===== src/rtl/keysw_mmio.sv =====
// keysw_mmio: memory-mapped KEY/SW responder with 2-flop sync, debounce and sticky W1C status.
// Define KEYSW_IRQ_EN to add the IE register at BASE+14 and the registered irq output.
module keysw_mmio #(
   parameter int               DBITS      = 16,
   parameter logic [DBITS-1:0] BASE       = 16'hFFF0,
   parameter int               DEB_CYCLES = 50000,
   parameter int               CNTBITS    = 16
) (
   input  logic             clk,
   input  logic             rst_n,
   input  logic [3:0]       key_in,
   input  logic [9:0]       sw_in,
   input  logic [DBITS-1:0] addr,
   input  logic [DBITS-1:0] wdata,
   input  logic             we,
   output logic [DBITS-1:0] rdata,
   output logic             hit
`ifdef KEYSW_IRQ_EN
   ,
   output logic             irq
`endif
);

   localparam int                 NIN      = 14;
   localparam int                 ARMBITS  = CNTBITS + 1;
   localparam logic [NIN-1:0]     RST_LVL  = {10'h000, 4'hF};
   localparam logic [CNTBITS-1:0] DEB_LAST = CNTBITS'(DEB_CYCLES - 1);
   localparam logic [ARMBITS-1:0] ARM_AT   = ARMBITS'(DEB_CYCLES + 3);

   // Bit order everywhere: [3:0] keys, [13:4] switches.
   logic [NIN-1:0]     sync1, sync2, deb, upd;
   logic [CNTBITS-1:0] cnt [NIN];
   logic [ARMBITS-1:0] init_cnt;
   logic               armed;
   logic [3:0]         press, ovr, key_ev, clr_press, clr_ovr;
   logic [9:0]         chg, sw_ev, clr_chg;
   logic               in_win, wr_kstat, wr_sstat;
   logic [2:0]         off;
   logic [15:0]        rd16;
   logic               unused_bits;

   always_ff @(posedge clk or negedge rst_n) begin
      if (!rst_n) begin
         sync1 <= RST_LVL;
         sync2 <= RST_LVL;
      end else begin
         sync1 <= {sw_in, key_in};
         sync2 <= sync1;
      end
   end

   always_comb begin
      upd = '0;
      for (int i = 0; i < NIN; i++) upd[i] = (sync2[i] != deb[i]) && (cnt[i] == DEB_LAST);
   end

   always_ff @(posedge clk or negedge rst_n) begin
      if (!rst_n) begin
         deb <= RST_LVL;
         for (int i = 0; i < NIN; i++) cnt[i] <= '0;
      end else begin
         for (int i = 0; i < NIN; i++) begin
            if (sync2[i] == deb[i]) begin
               cnt[i] <= '0;
            end else if (upd[i]) begin
               deb[i] <= sync2[i];
               cnt[i] <= '0;
            end else begin
               cnt[i] <= cnt[i] + CNTBITS'(1);
            end
         end
      end
   end

   // Events stay masked until the power-up levels have had time to settle through the debouncer.
   assign armed = (init_cnt == ARM_AT);

   always_ff @(posedge clk or negedge rst_n) begin
      if (!rst_n)      init_cnt <= '0;
      else if (!armed) init_cnt <= init_cnt + ARMBITS'(1);
   end

   assign key_ev = upd[3:0] & deb[3:0] & {4{armed}};
   assign sw_ev  = upd[NIN-1:4] & {10{armed}};

   assign in_win    = (addr[DBITS-1:4] == BASE[DBITS-1:4]);
   assign off       = addr[3:1];
   assign wr_kstat  = we && in_win && (off == 3'd2);
   assign wr_sstat  = we && in_win && (off == 3'd3);
   assign clr_press = wr_kstat ? wdata[3:0] : 4'h0;
   assign clr_ovr   = wr_kstat ? wdata[7:4] : 4'h0;
   assign clr_chg   = wr_sstat ? wdata[9:0] : 10'h000;

   // OR-ing the event after the clear mask makes a same-cycle set win over W1C.
   always_ff @(posedge clk or negedge rst_n) begin
      if (!rst_n) begin
         press <= 4'h0;
         ovr   <= 4'h0;
         chg   <= 10'h000;
      end else begin
         press <= (press & ~clr_press) | key_ev;
         ovr   <= (ovr & ~clr_ovr) | (key_ev & press);
         chg   <= (chg & ~clr_chg) | sw_ev;
      end
   end

`ifdef KEYSW_IRQ_EN
   logic [1:0] ie;
   logic       wr_ie;

   assign wr_ie = we && in_win && (off == 3'd7);

   always_ff @(posedge clk or negedge rst_n) begin
      if (!rst_n) begin
         ie  <= 2'b00;
         irq <= 1'b0;
      end else begin
         if (wr_ie) ie <= wdata[1:0];
         irq <= (ie[0] & |press) | (ie[1] & |chg);
      end
   end
`endif

   always_comb begin
      rd16 = 16'h0000;
      hit  = 1'b0;
      if (in_win) begin
         case (off)
            3'd0: begin hit = 1'b1; rd16 = {12'h000, deb[3:0]};   end
            3'd1: begin hit = 1'b1; rd16 = {6'h00, deb[NIN-1:4]}; end
            3'd2: begin hit = 1'b1; rd16 = {8'h00, ovr, press};   end
            3'd3: begin hit = 1'b1; rd16 = {6'h00, chg};          end
`ifdef KEYSW_IRQ_EN
            3'd7: begin hit = 1'b1; rd16 = {14'h0000, ie};        end
`endif
            default: ;
         endcase
      end
   end

   assign rdata       = DBITS'(rd16);
   assign unused_bits = ^{addr[0], wdata[DBITS-1:10]};

endmodule


===== config.mk =====
export PLATFORM = sky130hd
export DESIGN_NAME = keysw_mmio
export DESIGN_NICKNAME = d
export VERILOG_FILES = /design/src/rtl/keysw_mmio.sv
export SDC_FILE = /design/constraint.sdc
export NUM_CORES = 1
export LEC_CHECK = 0
export ABC_AREA = 1
export ABC_CLOCK_PERIOD_IN_PS = 1300
export CAP_MARGIN = 20
export CORE_MARGIN = 4
export CORE_UTILIZATION = 26
export DETAILED_ROUTE_END_ITERATION = 10
export GPL_ROUTABILITY_DRIVEN = 0
export PLACE_DENSITY = 0.43
export SYNTH_ARGS = -nofsm -noshare
export SYNTH_HDL_FRONTEND = slang
export SYNTH_SLANG_ARGS = --single-unit
export TNS_END_PERCENT = 5

===== constraint.sdc =====
create_clock -name clk -period 1.3 [get_ports clk]
set_clock_uncertainty 0.05 [all_clocks]
set_input_delay 0.195 -clock clk [delete_from_list [all_inputs] [get_ports clk]]
set_output_delay 0.195 -clock clk [all_outputs]
set_load 0.005 [all_outputs]

# [Word-level counts from Yosys, hierarchy flattened]
# Cells that the tools add are included.
[word_totals] reg_bits=301 input_bits=49 out_inout_bits=17 wordCells=191
[op_classes] add_sub_neg=15 eq_ne=47 n_mux=35 bitwise_logic=27 reduce_logical=33
[op_table] op="$mux 16" n=29
[op_table] op="$add 16x1->16 const B" n=14
[op_table] op="$eq 16x16->1 const B" n=14
[op_table] op="$pmux 10 s4" n=1
[op_table] op="$reduce_and 2->1" n=14
[op_table] op="$and 10x10->10" n=2
[op_table] op="$and 4x4->4" n=5
[op_table] op="$add 17x1->17 const B" n=1
[op_table] op="$eq 17x16->1 const B" n=1
[op_table] op="$logic_and 1x1->1" n=17
[op_table] op="$eq 1x1->1" n=14
[op_table] op="$ne 1x1->1" n=14
[op_table] op="$not 1->1" n=14
[op_table] op="$eq 12x12->1 const B" n=1
[op_table] op="$mux 10" n=1
[op_table] op="$not 10->10" n=1
[op_table] op="$or 10x10->10" n=1
[op_table] op="$mux 4" n=2
[op_table] op="$not 4->4" n=2
[op_table] op="$or 4x4->4" n=2
[op_table] op="$eq 3x2->1 const B" n=2
[op_table] op="$reduce_or 4->1" n=1
[op_table] op="$eq 3x1->1 const B" n=1
[op_table] op="$logic_not 3->1" n=1
[op_table] op="$mux 1" n=2

# [Longest topological paths before layout]
# Gate-level depths: netlist of run 1.
[depth] ltp_word=7 mapped_depth=10 mapped_depth_nobuf=10

# [Worst setup path before layout of run 1]
# No wires, ideal clock.
[synth_path] path_type="reg2reg" startpoint="reg deb[1]" endpoint="reg cnt[193] (netlist bit)" setup_ps=113 arrival_time_ps=1171 slack_ps=-34 path_stages_with_launch=10 path_buffers=0 path_cell_list="dfstp_2 inv_2 nand2_2 nand2_2 nor2_1 nand3_2 nand2_2 inv_2 nand2_1 inv_1"
[synth_via] elab_chain_len=4 elab_cells_between_ends=5 classes_between="2 x eq/ne; 2 x mux; 1 x reduce/logical"
[synth_lines] item="from (decl)" line_no="31" text="logic [NIN-1:0] sync1, sync2, deb, upd;"
[synth_lines] item="from (signal, indexed assignment)" line_no="66" text="deb[i] <= sync2[i];"
[synth_lines] item="$ne 1x1->1" line_no="54" text="for (int i = 0; i < NIN; i++) upd[i] = (sync2[i] != deb[i]) && (cnt[i] == DEB_LAST);"
[synth_lines] item="$logic_and 1x1->1" line_no="54"
[synth_lines] item="$mux 16" line_no="65" text="end else if (upd[i]) begin"
[synth_lines] item="$mux 16 *" line_no="63" text="if (sync2[i] == deb[i]) begin"
[synth_lines] item="to (signal, indexed assignment)" line_no="69" text="cnt[i] <= cnt[i] + CNTBITS'(1);"
[synth_lines] item="to (decl)" line_no="32" text="logic [CNTBITS-1:0] cnt [NIN];"
# Every way passes the cells marked *; elsewhere a longest branch is shown, timed or not.
# A chain may end at the register's enable or synchronous reset.

# [Worst setup path in the final report of run 1]
[layout_path] startpoint="reg deb[2]" endpoint="out rdata[2]"
[layout_via] elab_chain_len=2
[layout_lines] item="$pmux 10 s4" line_no="128" text="case (off)"
[layout_lines] item="$mux 16" line_no="127" text="if (in_win) begin"
[layout_lines] item="to (decl)" line_no="16" text="output logic [DBITS-1:0] rdata,"
# No other way between the ends.

==> results of run 1 <==
==> cell type report <==
class                   instances  area, um2  share of cell area, %
multi-input cells            1668       9313                  37.26
flip-flops and latches        301       7577                  30.31
repair buffers                526       4358                  17.44
inverters                     335       1262                  5.051
clock buffers                  54       1144                  4.575
well taps                     855       1070                  4.280
clock inverters                15      271.5                  1.086
==> power by group through the flow <==
stage                     sequential [mW]  combinational, mW  clock (mW)
final                                9.68               1.44        11.8
after global routing                 9.69               1.63        12.8
after CTS                            9.65               1.38        12.4
after detailed placement             9.81               1.29           0
after global placement               9.80               1.28           0
after floorplan                      9.81              0.415           0
==> routing by layer <==
layer	vias up	part of all wire [%]	track usage (%)
li1	8367	-	-
met1	7526	49	18.60
met2	187	47	23.07
met3	54	3.4	2.383
met4	0	1.6	2.756
met5	-	0	0
==> stage by stage <==
step / TNS, ns / utilization (%) / hold WS [ns] / instance area (um2) / std cells
finish: -13.30 / 38.77 / 0.03122 / 25000 / 3754
global route: -33.33 / 38.77 / 0.02259 / 25000 / 3754
CTS: -13.90 / 37.54 / 0.0002243 / 24200 / 3745
detailed placement: -34.41 / 34.10 / -0.001164 / 21980 / 3656
global placement: -32.09 / 34.10 / -0.0004122 / 21980 / 3656
floorplan: -0.2691 / - / -0.1506 / 16980 / 2319
==> sequential cells by signal, summed over array words and instances (netlist names) <==
register,count
chg,10
init_cnt,17
press,4
sync1,14
deb,14
ovr,4
sync2,14
cnt,224
==> cell families after synthesis <==
| logic type | after synthesis | share of synthesized area [%] |
|---|---|---|
| AOI/OAI and AO/OA | 59 | 2.022 |
| xor gates and xnor gates | 117 | 6.043 |
| adders and majority gates | 15 | 1.107 |
| buffers and inverters | 350 | 8.065 |
| DFF | 301 | 44.51 |
| other | 1 | 0.02212 |
| and+or+nand+nor | 1471 | 38.23 |
==> cell usage in the layout (no fill, tap or decap), types with 34 or more instances in the layout <==
cell / Yosys / routed
nand3_1: 180 / 138
nand2_1: 600 / 520
inv_2: 17 / 45
clkbuf_16: 0 / 40
nand3_2: 6 / 37
inv_1: 317 / 287
nor2_1: 457 / 354
nor3_2: 27 / 34
nand2_2: 22 / 87
nor2_2: 14 / 101
nand4_1: 80 / 80
dfrtp_1: 289 / 265
xor2_1: 97 / 96
buf_6: 3 / 46
buf_4: 7 / 412
==> final timing paths <==
| check | end | slack (ns) |
|---|---|---|
| max | rdata[2] | -0.52 |
| min in group clk | sync1[9] | 0.06 |
| min | cnt[199] | 0.03 |
| min reg2reg | sync2[8] | 0.30 |
| max in group asynchronous | cnt[167] | 0.40 |
| max reg2reg | cnt[177] | -0.26 |
==> critical path: stages (launching register included) <==
cell,delay (ns)
dfstp_2,0.53
inv_2,0.05
o22ai_2,0.12
nor2_1,0.06
nor2_1,0.12
buf_2,0.13
==> repair_timing <==
action / 4_1_cts / 5_1_grt
endpoints found under the hold margin: 304 / 0
setup endpoints to repair: 225 / 268
resized for setup: 317 / 209
buffers inserted: 11 / 11
hold buffers: 9 / 0
pin swaps: 81 / 64
==> impl_results.md, run 1 <==
- Status: complete, but fails checks
- Violated checks: negative setup slack
- Fill cells: 6786
- Initial antenna violation count: 2
- Final Total Pwr: 22.95 mW
- Startpoint types: flop
- DRT antenna net count: 0
- Peak supply drop: 717.9 uV
- Site row count: 93
- Post-synth EDFFs: 0
- Layout cell share with drive strength beyond 1: 33.74%
- P_int: 17.75 mW
- Sequential area share after synthesis: 44.51%
- FF-to-FF Start: deb[2]
- GR Overflow Total: 0
- Cts bufs inserted: 39
- IO Count: 66
- Post-synth top cells: nand2_1 (600), nor2_1 (457), inv_1 (317)
- Die H: roughly 260 um
- Min Tclk post-route: 1.821 ns
- First-pass GRT wire length: ~81000 um
- Netlist cell types: 35
- Worst setup EP type: output pin
- Data required, critical path: 1.05 ns
- Area leader, netlist: dfrtp_1
- CTS max path bufs: 3
- Crit Path Max Fanout: 2
- Clock slew seen by the registers of the worst setup and hold paths: about 0.06 ns
- Synth top area share: 42.65%
- DIE AREA: 69370 um2
- Largest net degree at the start of global routing: 72
- Cell Area, Synth: 16960 um2
- Max-cap violations: 0
- Async set-reset flop share out of synthesis: 100.0%
- Combinational Power Share: ~6.3%
- GRT Total Usage: 13.69%
- Slew Limit Fails: 0
- Switching power: 5.206 mW
- Die X: roughly 260 um
- Largest cells by area after synthesis: dfrtp_1 (43%), nand2_1 (13%), nor2_1 (10%)
- DR iter-0 viols: 683
- Dpl hpwl: 35880 um
- First-pass DRT Iterations: 6
- RSZ-0062 raised after global routing: true
- Place WS: -1.077 ns
- Worst Path Arrival: between 1.5 and 2 ns
- Routed WL: ~47000 um
- Initial Util: a little over a quarter
- Vias in the first global route: 16530
- # DRC: 0
- Synthesized area per cell: 7.328 um2
- Syn Inst Count: 2314
- Final nets: 2935
- N_diodes: 0
- Synth Flop Type: dfrtp_1
- Routed WL per cell: 12.60 um
- Clk_lat worst skew: 0.55 ns
- Final hold violations: 0
- Achievable Freq: between 500 and 600 MHz
- Launch point of the critical path: deb[2]
- Root Driver: clkbuf_16
- Syn-to-layout area delta: 47.41%
- Setup violators final: 155
- Core area: 64460 um2
- Leakage power: roughly 12 nW
- Worst Reg2Reg Path Length in Cells: 11
- YS warnings: 0
- Critical path start-end classification: reg -> out
- H-tree depth: 2
- CTS tree: done
- Clock tree sinks: 301
- Final Worst Setup Slack: -0.5210 ns
- Vias: 16134
- Final period util: 140.1%
- IO Port Bufs: 52
- Reg power frac: 42.2%
- Sw frac: 22.68%
- Cell Pwr Density: 918.3 nW/um2
- Flop and latch count out of synthesis: 301
- Count leader, synth: nand2_1
- Vias/cell: 4.298
- Worst Hold Class: in -> async
- Power share of the clock group: 51.6%
Note: power is estimated with default switching activity, not from simulation.
==> run 2, diff against run 1 <==
- CELL_PAD_IN_SITES_DETAIL_PLACEMENT: not set -> 0
- CELL_PAD_IN_SITES_GLOBAL_PLACEMENT: not set -> 1
- PLACE_DENSITY: 0.43 -> 0.54
- SKIP_CTS_REPAIR_TIMING: not set -> 1
==> impl_results.md, run 2 (synthesized netlist as in run 1, its figures left out) <==
- Initial antenna violation count: 3 (+1)
- Slowest CP cell: dfstp_2
- Die H: 263.4 um (unchanged)
- H-tree depth: 2 (unchanged)
- Initial Util: 26.30% (unchanged)
- DIE AREA: 69370 um2 (unchanged)
- Vias in the first global route: 16060 (-2.8%)
- IO Port Bufs: 52 (unchanged)
- First-pass DRT Iterations: 5 (-1)
- Routed WL: 48580 um (+2.7%)
- Slew Limit Fails: 0 (unchanged)
- Largest registers: cnt (224), init_cnt (17)
- GRT Total Usage: 13.76% (+0.063 points)
- Place WS: -1.072 ns (+0.005120 ns)
- Min Tclk post-route: 1.935 ns (+0.1138 ns)
- Vias/cell: 4.292 (-0.15%)
- Clock slew seen by the registers of the worst setup and hold paths: 0.05 ns (about the same)
- Core area: 64460 um2 (unchanged)
- Switching power: 5.235 mW (+0.55%)
- Worst Reg2Reg Path Length in Cells: 10 (-1)
- RSZ-0062 raised after global routing: true
- CTS max path bufs: 3 (unchanged)
- Cell Pwr Density: 911.3 nW/um2 (-0.76%)
- Most frequent cells in the layout: nand2_1 (539), buf_4 (444), nor2_1 (360)
- Max-cap violations: 0 (unchanged)
- Achievable Freq: 516.8 MHz (-5.9%)
- Setup TNS Final: -12.43 ns (+0.8724 ns)
- Largest net degree at the start of global routing: 54 (-25%)
- Peak supply drop: 875.4 uV (+22%)
- Hold EP: sync1[2]
- Most common library cell in the layout ignoring fill and taps: nand2_1
- DR iter-0 viols: 777 (+14%)
- Max FFs per register: 224 (unchanged)
- Cells after DPL: 3678 (+0.60%)
- Worst Path Arrival: 1.69 ns (+0.11 ns)
- Site row count: 93 (unchanged)
- Critical path's top delay family: flip-flops
- Final period util: 148.8% (+8.8 points)
- Routed WL per cell: 12.90 um (+2.4%)
- Clk_lat worst skew: 0.56 ns (about the same)
- CTS tree: done
- Startpoint types: flop
- Root Driver: clkbuf_16
- Worst Hold Class: in -> reg
- Finished Layout Cells: 3766 (+0.32%)
- Crit Path Max Fanout: 4 (+2)
- IO Count: 66 (unchanged)
- Layout cell share with drive strength beyond 1: 31.65% (-2.1 points)
- Reg-to-reg critical path endpoint: cnt[160]
- Critical path start-end classification: reg -> out
- Dpl hpwl: 36690 um (+2.2%)
- Syn-to-layout area delta: 46.50%
- Cts bufs inserted: 41 (+5.1%)
- Hold path cells: 1
- Crit path buf inv count: 2 (unchanged)
- Leakage power: 11.77 nW (+1.0%)
- Worst setup EP type: output pin
- Setup violators final: 131 (-15%)
- Most flops, register: cnt
- Hold wc startpoint: key_in[2]
- P_int: 17.40 mW (-1.9%)
- Final Worst Setup Slack: -0.6348 ns (-0.1138 ns)
- Die X: 263.4 um (unchanged)
- DRT antenna net count: 0 (unchanged)
- Final hold violations: 0 (unchanged)
- Clock tree sinks: 301 (unchanged)
- Reg2Reg Setup Slack: -0.23 ns (+0.03 ns)
- Hold WS: 0.01756 ns (-0.01366 ns)
- Power share of the clock group: 51.2% (-0.4 points)
- # DRC: 0 (unchanged)
- Violated checks: negative setup slack
- GR Overflow Total: 0 (unchanged)
- Sw frac: 23.13% (+0.44 points)
- Data required, critical path: 1.05 ns (about the same)
- Status: complete, but fails checks
- Reg power frac: 42.8% (+0.6 points)
- CP Cell Sequence: inv_2 > o22ai_2 > nor2_1 > nor2_2 > buf_2
- Vias: 16162 (+0.17%)
- Final nets: 2945 (+0.34%)
- FF-to-FF Start: deb[3]
- Slowest stage delay, CP: 0.56 ns (+0.03 ns)
- First-pass GRT wire length: 80270 um (-0.48%)
- Combinational Power Share: 6.1% (-0.2 points)
[run 2: cell types whose count changed in the layout (fill, tap and decap cells not counted), sizes merged, moves of 2 or more]
cell and delta:
buf -3, bufinv -4, clkbuf +12, clkdlybuf4s15 -3, dlygate4sd3 -5, dlymetal6s2s +14
inv -2
[run 2: area by class of cell]
| cell class | count | area, um2 |
|---|---|---|
| clock inverter | 10 | 131.4 |
| antenna | 1 | 2.502 |
| multi-input combinational | 1669 | 9164 |
| clock buffer | 62 | 1257 |
| fill | 6760 | 39620 |
| inverter | 335 | 1271 |
| sequential | 301 | 7567 |
| tap | 855 | 1070 |
| timing repair buffer | 533 | 4378 |
[run 2: power groups by stage]
stage | Sequential (mW) | Combinational [mW] | Clock, mW
floorplan | 9.81 | 0.415 | 0
global placement | 9.80 | 1.28 | 0
detailed placement | 9.81 | 1.29 | 0
CTS | 9.64 | 1.30 | 12.1
global route | 9.70 | 1.54 | 12.5
finish | 9.68 | 1.37 | 11.6
[run 2: worst max path at each step]
stage	startpoint	to	slack, ns	depth (start not counted)
finish	deb[3]	rdata[3]	-0.63	5
CTS	deb[3]	rdata[3]	-1.15	5
floorplan	deb[0]	cnt[209]	-0.02	9
detailed placement	addr[1]	rdata[3]	-1.07	9
global placement	addr[1]	rdata[3]	-1.09	9
global route	deb[3]	rdata[3]	-0.71	5
[run 2: metrics by stage]
stage          power, mW  cell area (um2)  utilization, %
6_report           22.64            24840           38.54
5_1_grt            23.69            24840           38.53
4_1_cts            23.02            23510           36.47
3_5_place_dp       11.10            22120           34.32
3_3_place_gp       11.08            22120           34.32
2_1_floorplan      10.22            16980               -
[run 2: metal layers]
| layer | track usage [%] | part of all wire [%] |
|---|---|---|
| met1 | 19.03 | 49 |
| met2 | 22.50 | 46 |
| met3 | 2.028 | 3.2 |
| met4 | 3.875 | 2.1 |
| met5 | 0 | 0 |
==> run 3, diff against run 2 <==
- CAP_MARGIN: 20 -> not set
- CORE_UTILIZATION: 26 -> 41
- PLACE_DENSITY: 0.54 -> 0.77
==> impl_results.md, run 3 (synthesized netlist as in run 1, its figures left out) <==
- CTS tree: done
- Max-cap violations: 0 (unchanged)
- Min Tclk post-route: 1.840 ns (-0.09467 ns)
- Final hold violations: 0 (unchanged)
- Largest net degree at the start of global routing: 60 (+11%)
- Clock tree sinks: 301 (unchanged)
- GRT Total Usage: 19.11% (+5.4 points)
- Most frequent cell on the critical path: nor2_1
- Slowest stage delay, CP: 0.53 ns (-0.03 ns)
- Dpl hpwl: 32230 um (-12%)
- Startpoint types: flop
- Leakage power: 11.11 nW (-5.5%)
- Slowest CP cell: dfstp_2
- Crit Path Max Fanout: 2 (-2)
- Die H: 211.4 um (-20%)
- First-pass DRT Iterations: 5 (unchanged)
- Cts bufs inserted: 37 (-9.8%)
- Data required, critical path: 1.05 ns (about the same)
- Multi-input gate area: 9075 um2 (-0.97%)
- Routed WL: 43950 um (-9.5%)
- CTS max path bufs: 3 (unchanged)
- Final period util: 141.6% (-7.3 points)
- Clock slew seen by the registers of the worst setup and hold paths: 0.05 ns (about the same)
- Cell area after layout: 23370 um2 (-5.9%)
- Clk_lat worst skew: 0.55 ns (about the same)
- # DRC: 0 (unchanged)
- IO Count: 66 (unchanged)
- Achievable Freq: 543.4 MHz (+5.1%)
- GR Overflow Total: 0 (unchanged)
- CP Cell Sequence: inv_2 > o22ai_1 > nor2_1 > nor2_1 > buf_4
- Area after DPL: 20890 um2 (-5.5%)
- H-tree depth: 2 (unchanged)
- Most frequent cells in the layout: nand2_1 (536), nor2_1 (366), buf_4 (354)
- Worst Hold Class: in -> reg
- Layout cell share with drive strength beyond 1: 29.78% (-1.9 points)
- Vias: 15819 (-2.1%)
- Most flops, register: cnt
- Root Driver: clkbuf_16
- Final Worst Setup Slack: -0.5402 ns (+0.09467 ns)
- Slew Limit Fails: 0 (unchanged)
- Initial antenna violation count: 4 (+1)
- Cell Pwr Density: 910.8 nW/um2 (about the same)
- Routed WL per cell: 13.16 um (+2.0%)
- RSZ-0062 raised after global routing: true
- Critical path's top delay family: flip-flops
- Worst Path Arrival: 1.60 ns (-0.09 ns)
- DIE AREA: 44680 um2 (-36%)
- Crit path buf inv count: 2 (unchanged)
- DR iter-0 viols: 789 (+1.5%)
- Vias in the first global route: 15229 (-5.2%)
- Max FFs per register: 224 (unchanged)
- Largest registers: cnt (224), init_cnt (17)
- Final Total Pwr: 21.29 mW (-6.0%)
- Fill cells: 3763 (-44%)
- Violated checks: negative setup slack
- Syn-to-layout area delta: 37.85%
- Core area: 40830 um2 (-37%)
- Initial Util: 41.53% (+15 points)
- Die X: 211.4 um (-20%)
- Final nets: 2841 (-3.5%)
- DRT antenna net count: 0 (unchanged)
- IO Port Bufs: 52 (unchanged)
- Vias/cell: 4.736 (+10%)
- First-pass GRT wire length: 71810 um (-11%)
- Site row count: 74 (-20%)
- Status: complete, but fails checks
- Most common library cell in the layout ignoring fill and taps: nand2_1
- Sequential Area: 7570 um2 (about the same)
- Worst setup EP type: output pin
- Setup violators final: 124 (-5.3%)
- Peak supply drop: 1001 uV (+14%)
- Critical path start-end classification: reg -> out
run 3: cell types whose count changed in the layout (fill, tap and decap cells not counted), sizes merged:
cell / before / now
buf: 486 / 391
dlymetal6s2s: 14 / 7
clkbuf: 66 / 63
diode: 1 / 4
clkinv: 7 / 9
dlygate4sd3: 4 / 2
inv: 333 / 335
bufinv: 3 / 2
clkinvlp: 2 / 1
nand2: 624 / 623
run 3: final timing paths:
| check | startpoint | end | slack, ns | cells after the start |
|---|---|---|---|---|
| setup / recovery | deb[0] | rdata[0] | -0.54 | 5 |
| hold / removal | key_in[3] | sync1[3] | 0.02 | 1 |
| setup reg to reg | deb[1] | cnt[195] | -0.17 | 10 |
| hold reg to reg | sync1[4] | sync2[4] | 0.30 | 0 |
| max in group asynchronous | rst_n | sync2[3] | 0.47 | 3 |
| min in group asynchronous | rst_n | cnt[222] | 0.07 | 2 |
run 3: through the flow:
stage | setup TNS [ns] | hold slack, ns | util (%) | setup slack, ns | instances
floorplan | -0.2691 | -0.1506 | - | -0.02329 | 2319
global placement | -27.41 | 0.03180 | 51.17 | -0.9746 | 3252
detailed placement | -30.99 | 0.03846 | 51.17 | -1.044 | 3252
CTS | -28.18 | -0.5519 | 54.16 | -1.051 | 3318
global route | -29.46 | 0.0005899 | 57.24 | -0.6184 | 3340
finish | -10.37 | 0.02154 | 57.24 | -0.5402 | 3340
run 3: area by class of cell:
cell class | instances | share of cell area [%]
Antenna cell | 4 | 0.04282
Clock buffer | 54 | 4.716
Clock inverter | 12 | 0.5139
Inverter | 335 | 5.391
Multi-Input combinational cell | 1668 | 38.83
Sequential cell | 301 | 32.39
Tap cell | 532 | 2.848
Timing Repair Buffer | 434 | 15.28
run 3: per-layer routing:
layer	vias to the layer above	share of wire, %	track usage (%)	wire length, um
li1	8153	-	-	-
met1	7418	47	26.50	20540
met2	191	48	31.66	21120
met3	57	3.4	3.201	1485
met4	0	1.8	4.487	808
met5	-	0	0	0
run 3: where the power goes:
part	internal, mW	total, mW	switching [mW]
clock	6.28	10.3	4.05
combinational	0.584	1.29	0.702
sequential	9.54	9.67	0.137
